$ cat src/rtl/restoring_divider_if.sv
// Start/done handshake bundle for the restoring divider: request operands in, results and status out.
interface restoring_divider_if #(
  parameter int unsigned WIDTH = 16
);
  logic             START;
  logic [WIDTH-1:0] DIVIDEND;
  logic [WIDTH-1:0] DIVISOR;
  logic             BUSY;
  logic             DONE;
  logic [WIDTH-1:0] QUOTIENT;
  logic [WIDTH-1:0] REMAINDER;
  logic             DIVZERO;

  modport master (
    output START, DIVIDEND, DIVISOR,
    input  BUSY, DONE, QUOTIENT, REMAINDER, DIVZERO
  );

  modport slave (
    input  START, DIVIDEND, DIVISOR,
    output BUSY, DONE, QUOTIENT, REMAINDER, DIVZERO
  );
endinterface

$ cat src/rtl/restoring_divider.sv
// Unsigned restoring divider, one quotient bit per clock; divide-by-zero short-circuits to FIN.
// Each step trial-subtracts via A + ~B + 1, so a carry-out of 1 means the divisor fits.
module restoring_divider #(
  parameter int unsigned WIDTH = 16
) (
  input  logic                MasterClock,
  input  logic                Reset,
  restoring_divider_if.slave  bus
);

  localparam int unsigned NW = $clog2(WIDTH + 1);

  typedef enum logic [1:0] {
    IDLE = 2'd0,
    RUN  = 2'd1,
    FIN  = 2'd2
  } state_t;

  state_t           r_state,   w_state_nxt;
  logic [WIDTH:0]   r_r,       w_r_nxt;
  logic [WIDTH-1:0] r_s,       w_s_nxt;
  logic [WIDTH-1:0] r_d,       w_d_nxt;
  logic [NW-1:0]    r_n,       w_n_nxt;
  logic [WIDTH-1:0] r_quot,    w_quot_nxt;
  logic [WIDTH-1:0] r_rem,     w_rem_nxt;
  logic             r_divzero, w_divzero_nxt;
  logic             r_busy,    w_busy_nxt;
  logic             r_done,    w_done_nxt;

  logic [WIDTH:0]   w_rs;
  logic [WIDTH+1:0] w_sum;
  logic [WIDTH:0]   w_t;
  logic             w_c;

  // Trial subtraction of the shifted partial remainder against the latched divisor
  always_comb begin
    w_rs  = {r_r[WIDTH-1:0], r_s[WIDTH-1]};
    w_sum = {1'b0, w_rs} + {1'b0, ~{1'b0, r_d}} + (WIDTH+2)'(1);
    w_c   = w_sum[WIDTH+1];
    w_t   = w_sum[WIDTH:0];
  end

  always_comb begin
    w_state_nxt   = r_state;
    w_r_nxt       = r_r;
    w_s_nxt       = r_s;
    w_d_nxt       = r_d;
    w_n_nxt       = r_n;
    w_quot_nxt    = r_quot;
    w_rem_nxt     = r_rem;
    w_divzero_nxt = r_divzero;
    w_busy_nxt    = 1'b0;
    w_done_nxt    = 1'b0;

    case (r_state)
      IDLE: begin
        if (bus.START) begin
          if (bus.DIVISOR != '0) begin
            w_r_nxt       = '0;
            w_s_nxt       = bus.DIVIDEND;
            w_d_nxt       = bus.DIVISOR;
            w_n_nxt       = '0;
            w_divzero_nxt = 1'b0;
            w_busy_nxt    = 1'b1;
            w_state_nxt   = RUN;
          end else begin
            w_quot_nxt    = '1;
            w_rem_nxt     = bus.DIVIDEND;
            w_divzero_nxt = 1'b1;
            w_done_nxt    = 1'b1;
            w_state_nxt   = FIN;
          end
        end
      end

      RUN: begin
        w_r_nxt = w_c ? w_t : w_rs;
        w_s_nxt = {r_s[WIDTH-2:0], w_c};
        w_n_nxt = r_n + NW'(1);
        // Final iteration publishes the results on the same edge
        if (r_n == NW'(WIDTH - 1)) begin
          w_quot_nxt  = {r_s[WIDTH-2:0], w_c};
          w_rem_nxt   = w_c ? w_t[WIDTH-1:0] : w_rs[WIDTH-1:0];
          w_done_nxt  = 1'b1;
          w_state_nxt = FIN;
        end else begin
          w_busy_nxt  = 1'b1;
        end
      end

      FIN: begin
        w_state_nxt = IDLE;
      end

      default: begin
        w_state_nxt = IDLE;
      end
    endcase
  end

  always_ff @(posedge MasterClock) begin
    if (Reset) begin
      r_state   <= IDLE;
      r_r       <= '0;
      r_s       <= '0;
      r_d       <= '0;
      r_n       <= '0;
      r_quot    <= '0;
      r_rem     <= '0;
      r_divzero <= 1'b0;
      r_busy    <= 1'b0;
      r_done    <= 1'b0;
    end else begin
      r_state   <= w_state_nxt;
      r_r       <= w_r_nxt;
      r_s       <= w_s_nxt;
      r_d       <= w_d_nxt;
      r_n       <= w_n_nxt;
      r_quot    <= w_quot_nxt;
      r_rem     <= w_rem_nxt;
      r_divzero <= w_divzero_nxt;
      r_busy    <= w_busy_nxt;
      r_done    <= w_done_nxt;
    end
  end

  assign bus.BUSY      = r_busy;
  assign bus.DONE      = r_done;
  assign bus.QUOTIENT  = r_quot;
  assign bus.REMAINDER = r_rem;
  assign bus.DIVZERO   = r_divzero;

endmodule

$ cat src/flat_wrapper.sv
// flat-port wrapper written by rule: the top's interface ports become plain ports
module restoring_divider_flat 
#(
  parameter int unsigned WIDTH = 16
)
  (MasterClock, Reset, bus_START, bus_DIVIDEND, bus_DIVISOR, bus_BUSY, bus_DONE, bus_QUOTIENT, bus_REMAINDER, bus_DIVZERO);
  restoring_divider_if #(.WIDTH(WIDTH)) bus_i ();
  input  logic MasterClock;
  input  logic Reset;
  input wire logic [$bits(bus_i.START)-1:0] bus_START;
  input wire logic [$bits(bus_i.DIVIDEND)-1:0] bus_DIVIDEND;
  input wire logic [$bits(bus_i.DIVISOR)-1:0] bus_DIVISOR;
  output wire logic [$bits(bus_i.BUSY)-1:0] bus_BUSY;
  output wire logic [$bits(bus_i.DONE)-1:0] bus_DONE;
  output wire logic [$bits(bus_i.QUOTIENT)-1:0] bus_QUOTIENT;
  output wire logic [$bits(bus_i.REMAINDER)-1:0] bus_REMAINDER;
  output wire logic [$bits(bus_i.DIVZERO)-1:0] bus_DIVZERO;
  assign bus_i.START = bus_START;
  assign bus_i.DIVIDEND = bus_DIVIDEND;
  assign bus_i.DIVISOR = bus_DIVISOR;
  assign bus_BUSY = bus_i.BUSY;
  assign bus_DONE = bus_i.DONE;
  assign bus_QUOTIENT = bus_i.QUOTIENT;
  assign bus_REMAINDER = bus_i.REMAINDER;
  assign bus_DIVZERO = bus_i.DIVZERO;
  restoring_divider #(.WIDTH(WIDTH)) u_core (.MasterClock(MasterClock), .Reset(Reset), .bus(bus_i));
endmodule
$ cat config.mk
export PLATFORM = sky130hd
export DESIGN_NAME = restoring_divider_flat
export DESIGN_NICKNAME = d
export VERILOG_FILES = /design/src/rtl/restoring_divider_if.sv /design/src/rtl/restoring_divider.sv /design/src/flat_wrapper.sv
export SDC_FILE = /design/constraint.sdc
export NUM_CORES = 1
export LEC_CHECK = 0
export CAP_MARGIN = 15
export CORE_MARGIN = 4
export CORE_UTILIZATION = 45
export CTS_CLUSTER_SIZE = 20
export DETAILED_ROUTE_END_ITERATION = 12
export PLACE_DENSITY = 0.67
export SLEW_MARGIN = 20
export SYNTH_ARGS = -nofsm -noshare
export SYNTH_HDL_FRONTEND = slang
export SYNTH_SLANG_ARGS = --single-unit
$ cat constraint.sdc
create_clock -name MasterClock -period 3.4 [get_ports MasterClock]
set_input_delay 1.02 -clock MasterClock [delete_from_list [all_inputs] [get_ports MasterClock]]
set_output_delay 1.02 -clock MasterClock [all_outputs]
set_load 0.05 [all_outputs]
==> impl_results.md, run 1 <==
* Gr ovfl total at 0
* Seq/Total Area, Yosys at 0.411
* RR Startpoint: u_core.r_d[10]
* Minimum clock period at roughly 3100 ps
* Final slew viol count at 0
* I/O Buffers at slightly below 70
* TritonCTS clock tree: done
* Root buf cell: clkbuf_8
* # Post-CTS Setup Buffers at 0
* RSZ-0062 raised after global routing: no
* Initial core utilization at 0.468
* DIE AREA at 0.0114 sq mm
* Mapped Cells at around 530
* Top-area cell type share of the netlist area at 0.411
* Count leader, synth: nand2_1
* Layout area overhead at 24.8%
* Nets at around 650
* GRT Total Usage at 0.208
* Setup CP Type: input pin to flip-flop
* Routed WL at ~11000 um
* Hold crit path type: flip-flop to flip-flop
* Power Density at 512 mW/mm^2
* Number of synthesized register bits at 90
* Leak at ~2 nW
* Placed cell area at 0.00525 sq mm
* Leading area contributor after synthesis: dfxtp_1
* Routed Antenna Nets at 0
* Max cap viols at 0
* WL/cell at about 16 um
* Antenna cell count at 0
* EDFF count, synth at 0
* Layout fillers at 870
* Crit. End Element: flip-flop
* Post-synthesis cell area at approximately 0.0044 sq mm
* Starting DRT DRC Count at a little over 200
* Post-layout power at about 2.8 mW
* Most common library cells after synthesis: nand2_1 (92), dfxtp_1 (90), nor2_1 (55), a21oi_1 (52), clkbuf_1 (26)
* CTS Hold Buffers Added at 0
* Area of the multi-input gates at 0.00237 sq mm
* RePlAce Congestion at roughly 0.78
* Yosys warnings at 0
* Fmax at ~330 MHz
* Drt first pass iters at 4
* Status: complete, no violations
* First-pass GRT wire length at around 19000 um
* CTS H-tree depth at 3
* Register area at between 0.0015 and 0.002 sq mm
* CTS resizes at 0
* HPWL after DPL at around 8600 um
* DRC violations left at 0
* Sink Count at 90
* Synth unique cells at 56
* Vias per cell at about 5.5
* Number of global-route vias before repair at between 3000 and 4000
* Final period util at 0.901
* CP startpoint kind: input pin
* Required time worst endpoint at between 3000 and 4000 ps
* Arrival time worst endpoint at roughly 3300 ps
* Layout Skew at 12.7 ps
* CTS max path bufs at 2
* I/O pin cnt at 70
* Share of layout cells above drive strength 1 at 0.0817
* VDD IR max at about 0.00026 V
* Setup violations, final at 0
* Final Cell Area at about 0.0055 sq mm
* Mean post-synth cell area at ~8.2 sq um
* Vias at 4001
* Worst hold start: u_core.bus.REMAINDER[4]
* Top FF cell, synth: dfxtp_1
* Die width at 107 um
* Setup_tns at 0 ps
* Synth area leaders: dfxtp_1 (41%), nand2_1 (7.9%), a21oi_1 (5.9%)
* Clk Latency, worst-skew pair at 360 ps
* Async S/R FF share, synth at 0
* Row count at 35
* Largest net degree at the start of global routing at 71
* Worst-path fanout max at 22
* Syn nets at between 500 and 600
* Crit. Startpoint: bus_DIVISOR[2]
* Max_slew headroom at 0.514
* R2R setup slack at 560 ps
* Fin. Hold Viols at 0
* Die Span Y at roughly 110 um
* Total CTS buffers at 9
* Worst-Margin Slew at about 730 ps
* Worst-path clk slew at approximately 100 ps
* Antenna violations before repair at 0
* Core area at 0.00937 sq mm
-- state kept, by name, summed over array words and instances, names as in the netlist --
name / count
u_core.bus.DONE: 1
u_core.bus.BUSY: 1
u_core.r_s: 16
u_core.r_state: 2
u_core.bus.QUOTIENT: 16
u_core.bus.REMAINDER: 16
u_core.r_d: 16
u_core.r_n: 5
u_core.bus.DIVZERO: 1
u_core.r_r: 16
-- layout make-up --
cell class	instances	share of cell area
clock inverters	6	0.0176
well taps	129	0.0295
repair buffers	86	0.153
clock buffers	10	0.0233
inverters	21	0.0144
flip-flops and latches	90	0.329
multi-input cells	387	0.433
-- metrics by stage --
step	util	instances	hold WS (ps)	setup slack, ps
after global routing	0.584	729	480	211
after CTS	0.584	729	458	399
final	0.584	729	458	338
after floorplan	-	533	436	878
after detailed placement	0.560	713	446	18.9
after global placement	0.560	713	445	110
-- cell families after synthesis --
| family | Yosys count | share of synthesized area |
|---|---|---|
| AOI/OAI and AO/OA | 152 | 0.236 |
| xor gates and xnor gates | 13 | 0.0260 |
| adders and majority gates | 19 | 0.0559 |
| buffers and inverters | 56 | 0.0519 |
| DFF | 90 | 0.411 |
| muxes | 10 | 0.0240 |
| and+or+nand+nor | 193 | 0.195 |
-- cell usage in the layout (no fill, tap or decap), types with 5 or more instances in the layout --
master and n:
nand2_1 92, dfxtp_1 90, clkdlybuf4s50_1 68, nor2_1 55, a21oi_1 51, a311oi_1 21, inv_1 20, a211oi_1 20
ha_1 18, o21ai_0 15, buf_4 15, nand2b_1 11, xnor2_1 9, clkbuf_8 9, a21o_1 8, mux2i_1 6
a22o_1 6, o211ai_1 5, nor3_1 5
-- final timing paths --
kind	to	cells past startpoint
min	u_core.bus.REMAINDER[4]	2
max	u_core.bus.QUOTIENT[0]	8
min reg2reg	u_core.bus.REMAINDER[4]	2
max reg2reg	u_core.bus.REMAINDER[10]	11
-- power by group --
part,total (mW),internal (mW),switching [mW],leakage [nW]
Combinational,0.829,0.365,0.464,1.21
Clock,0.829,0.425,0.404,0.109
Sequential,1.15,1.11,0.0385,0.733
-- worst max-delay path, stage by stage --
cell,delay [ps]
clkdlybuf4s50_1,420
nor4_1,460
and4_1,320
nand3b_1,170
a21oi_4,330
buf_4,310
nor2_1,70
a311oi_1,230
-- routing by layer --
metal / track usage / vias to the layer above / share of wire
li1: - / 2019 / -
met1: 0.288 / 1873 / 0.47
met2: 0.336 / 97 / 0.48
met3: 0.0295 / 12 / 0.042
met4: 0.0621 / 0 / 0.013
met5: 0 / - / 0
No activity file was read; power rests on OpenSTA's default activity.
==> run 2: changes to the inputs <==
--- a/config.mk
+++ b/config.mk
@@ -10,6 +10,7 @@
 export CORE_UTILIZATION = 45
 export CTS_CLUSTER_SIZE = 20
 export DETAILED_ROUTE_END_ITERATION = 12
+export HOLD_SLACK_MARGIN = 0.15
 export PLACE_DENSITY = 0.67
 export SLEW_MARGIN = 20
 export SYNTH_ARGS = -nofsm -noshare
==> constraint.sdc (replaced) <==
create_clock -name MasterClock -period 3.4 [get_ports MasterClock]
set_input_delay 0.68 -clock MasterClock [delete_from_list [all_inputs] [get_ports MasterClock]]
set_output_delay 0.68 -clock MasterClock [all_outputs]
set_load 0.05 [all_outputs]
==> run 2 against run 1 <==
Compared with the run above:
- hold slack got worse by 1.8 ps
- critical path depth rose by 2
- register-to-register slack improved by 60 ps
- combinational power is 2% lower
- via count shrank 0.72%
- critical path type is now flip-flop to flip-flop
- critical endpoint is now u_core.bus.REMAINDER[6]
==> impl_results.md, run 2 (same netlist as run 1, synthesis figures left out) <==
* Crit. End Element: flip-flop
* CP startpoint kind: flip-flop
* Sink Count at 90 (unchanged)
* TritonCTS clock tree: done
* Die width at 107 um (unchanged)
* Total CTS buffers at 9 (unchanged)
* Share of layout cells above drive strength 1 at 0.0756 (-0.00604)
* Antenna violations before repair at 0 (unchanged)
* Row count at 35 (unchanged)
* Final period util at 0.819 (-0.0817)
* Nets at 645 (-0.62%)
* Arrival time worst endpoint at 3020 ps (-310 ps)
* Vias at 3972 (-0.72%)
* R2R Path End: u_core.bus.REMAINDER[6]
* Routed WL at 11500 um (about the same)
* CTS max path bufs at 2 (unchanged)
* I/O pin cnt at 70 (unchanged)
* Die Span Y at 107 um (unchanged)
* Placed cell area at 0.00521 sq mm (-0.81%)
* Worst hold endpoint: u_core.r_d[9]
* Core area at 0.00937 sq mm (unchanged)
* RePlAce Congestion at 0.873 (+11%)
* Clk Latency, worst-skew pair at 370 ps (about the same)
* Root buf cell: clkbuf_8
* HPWL after DPL at 8630 um (+0.15%)
* Number of global-route vias before repair at 3721 (-3.2%)
* CTS resizes at 0 (unchanged)
* Fin. Hold Viols at 0 (unchanged)
* DIE AREA at 0.0114 sq mm (unchanged)
* Commonest non-fill, non-tap cell in the layout: nand2_1
* CTS H-tree depth at 3 (unchanged)
* Hold Path Cell Cnt at 2 (unchanged)
* I/O Buffers at 69 (unchanged)
* CTS Hold Buffers Added at 0 (unchanged)
* Worst hold start: u_core.r_d[9]
* DRC violations left at 0 (unchanged)
* Power Density at 489 mW/mm^2 (-4.4%)
* GRT Total Usage at 0.202 (-0.00530)
* Routed Antenna Nets at 0 (unchanged)
* Max cap viols at 0 (unchanged)
* Required time worst endpoint at 3640 ps (-30 ps)
* Layout area overhead at 22.7%
* R2R setup slack at 620 ps (+60 ps)
* Largest net degree at the start of global routing at 42 (-41%)
* Max_slew headroom at 0.563 (+0.0492)
* Leak at 2.00 nW (-2.5%)
* Worst hold slack at 456 ps (-1.85 ps)
* RSZ-0062 raised after global routing: no
* Minimum clock period at 2780 ps (-278 ps)
* Util after Layout at 0.574 (-0.00988)
* Worst-path fanout max at 12 (-45%)
* Gr ovfl total at 0 (unchanged)
* VDD IR max at 0.000272 V (+5.0%)
* Final Cell Area at 0.00538 sq mm (-1.7%)
* Commonest cells after routing, fill and taps aside: nand2_1 (92), dfxtp_1 (90), clkdlybuf4s50_1 (68)
* Initial core utilization at 0.468 (unchanged)
* Antenna cell count at 0 (unchanged)
* Starting DRT DRC Count at 235 (+15%)
* Setup_tns at 0 ps (unchanged)
* Final slew viol count at 0 (unchanged)
* Drt first pass iters at 5 (+1)
* RR Startpoint: u_core.r_d[1]
* Worst-Margin Slew at 653 ps (-76.2 ps)
* Status: complete, no violations
* Setup CP Type: flip-flop to flip-flop
* Setup violations, final at 0 (unchanged)
* Worst reg2reg path depth at 10 (-1)
* WL/cell at 15.9 um (+0.66%)
* Layout Skew at 18.6 ps (+5.87 ps)
* First-pass GRT wire length at 18600 um (-2.5%)
* Vias per cell at 5.49 (about the same)
* Hold crit path type: flip-flop to flip-flop
* # Post-CTS Setup Buffers at 0 (unchanged)
* Worst-path clk slew at 90 ps (about the same)
* Fmax at 359 MHz (+10%)
-- run 2: changes by cell type in the layout (fill, tap and decap cells not counted), sizes merged --
cell      before  now
clkinvlp       1    2
buf           18   14
inv           23   22
bufinv         2    0
clkinv         1    3
clkbuf        10    9
-- run 2: worst max-delay path, stage by stage, from the launching register on --
cell      delay, ps
dfxtp_1         340
inv_1            90
ha_1            300
nor2b_1         150
o31a_2          320
o21ai_2         200
o21ai_2         130
a21boi_4        420
mux2_2          420
o211ai_1        200
a21oi_1          90
-- run 2: layer usage --
| metal | up-vias | track usage | share of wire |
|---|---|---|---|
| li1 | 2003 | - | - |
| met1 | 1868 | 0.277 | 0.48 |
| met2 | 84 | 0.318 | 0.46 |
| met3 | 17 | 0.0397 | 0.041 |
| met4 | 0 | 0.0721 | 0.016 |
| met5 | - | 0 | 0 |
-- run 2: cell type report --
cell class	instances	area, sq um
timing repair buffer	82	796
inverter	21	78.8
sequential	90	1800
multi-input combinational	387	2370
fill	891	3990
clock buffer	9	124
clock inverter	6	50.0
tap	129	161
-- run 2: worst max path at each step --
stage                              start                       end
after global placement    bus_DIVISOR[2]  u_core.bus.REMAINDER[15]
after floorplan            u_core.r_d[1]   u_core.bus.REMAINDER[1]
after global routing       u_core.r_d[1]   u_core.bus.REMAINDER[6]
final                      u_core.r_d[1]   u_core.bus.REMAINDER[6]
after CTS                  u_core.r_d[1]   u_core.bus.REMAINDER[6]
after detailed placement  bus_DIVISOR[2]  u_core.bus.REMAINDER[15]
-- run 2: through the flow --
stage | instances | power, mW | setup WS, ps
6_report | 724 | 2.63 | 616
5_1_grt | 724 | 2.79 | 421
4_1_cts | 724 | 2.65 | 600
3_5_place_dp | 709 | 1.98 | 312
3_3_place_gp | 709 | 1.97 | 362
2_1_floorplan | 533 | 1.78 | 1050
-- run 2: power breakdown --
part / total [mW] / internal [mW] / switching [mW] / leakage [nW]
Sequential: 1.15 / 1.11 / 0.0406 / 0.733
Clock: 0.673 / 0.269 / 0.403 / 0.0823
Combinational: 0.814 / 0.352 / 0.462 / 1.19
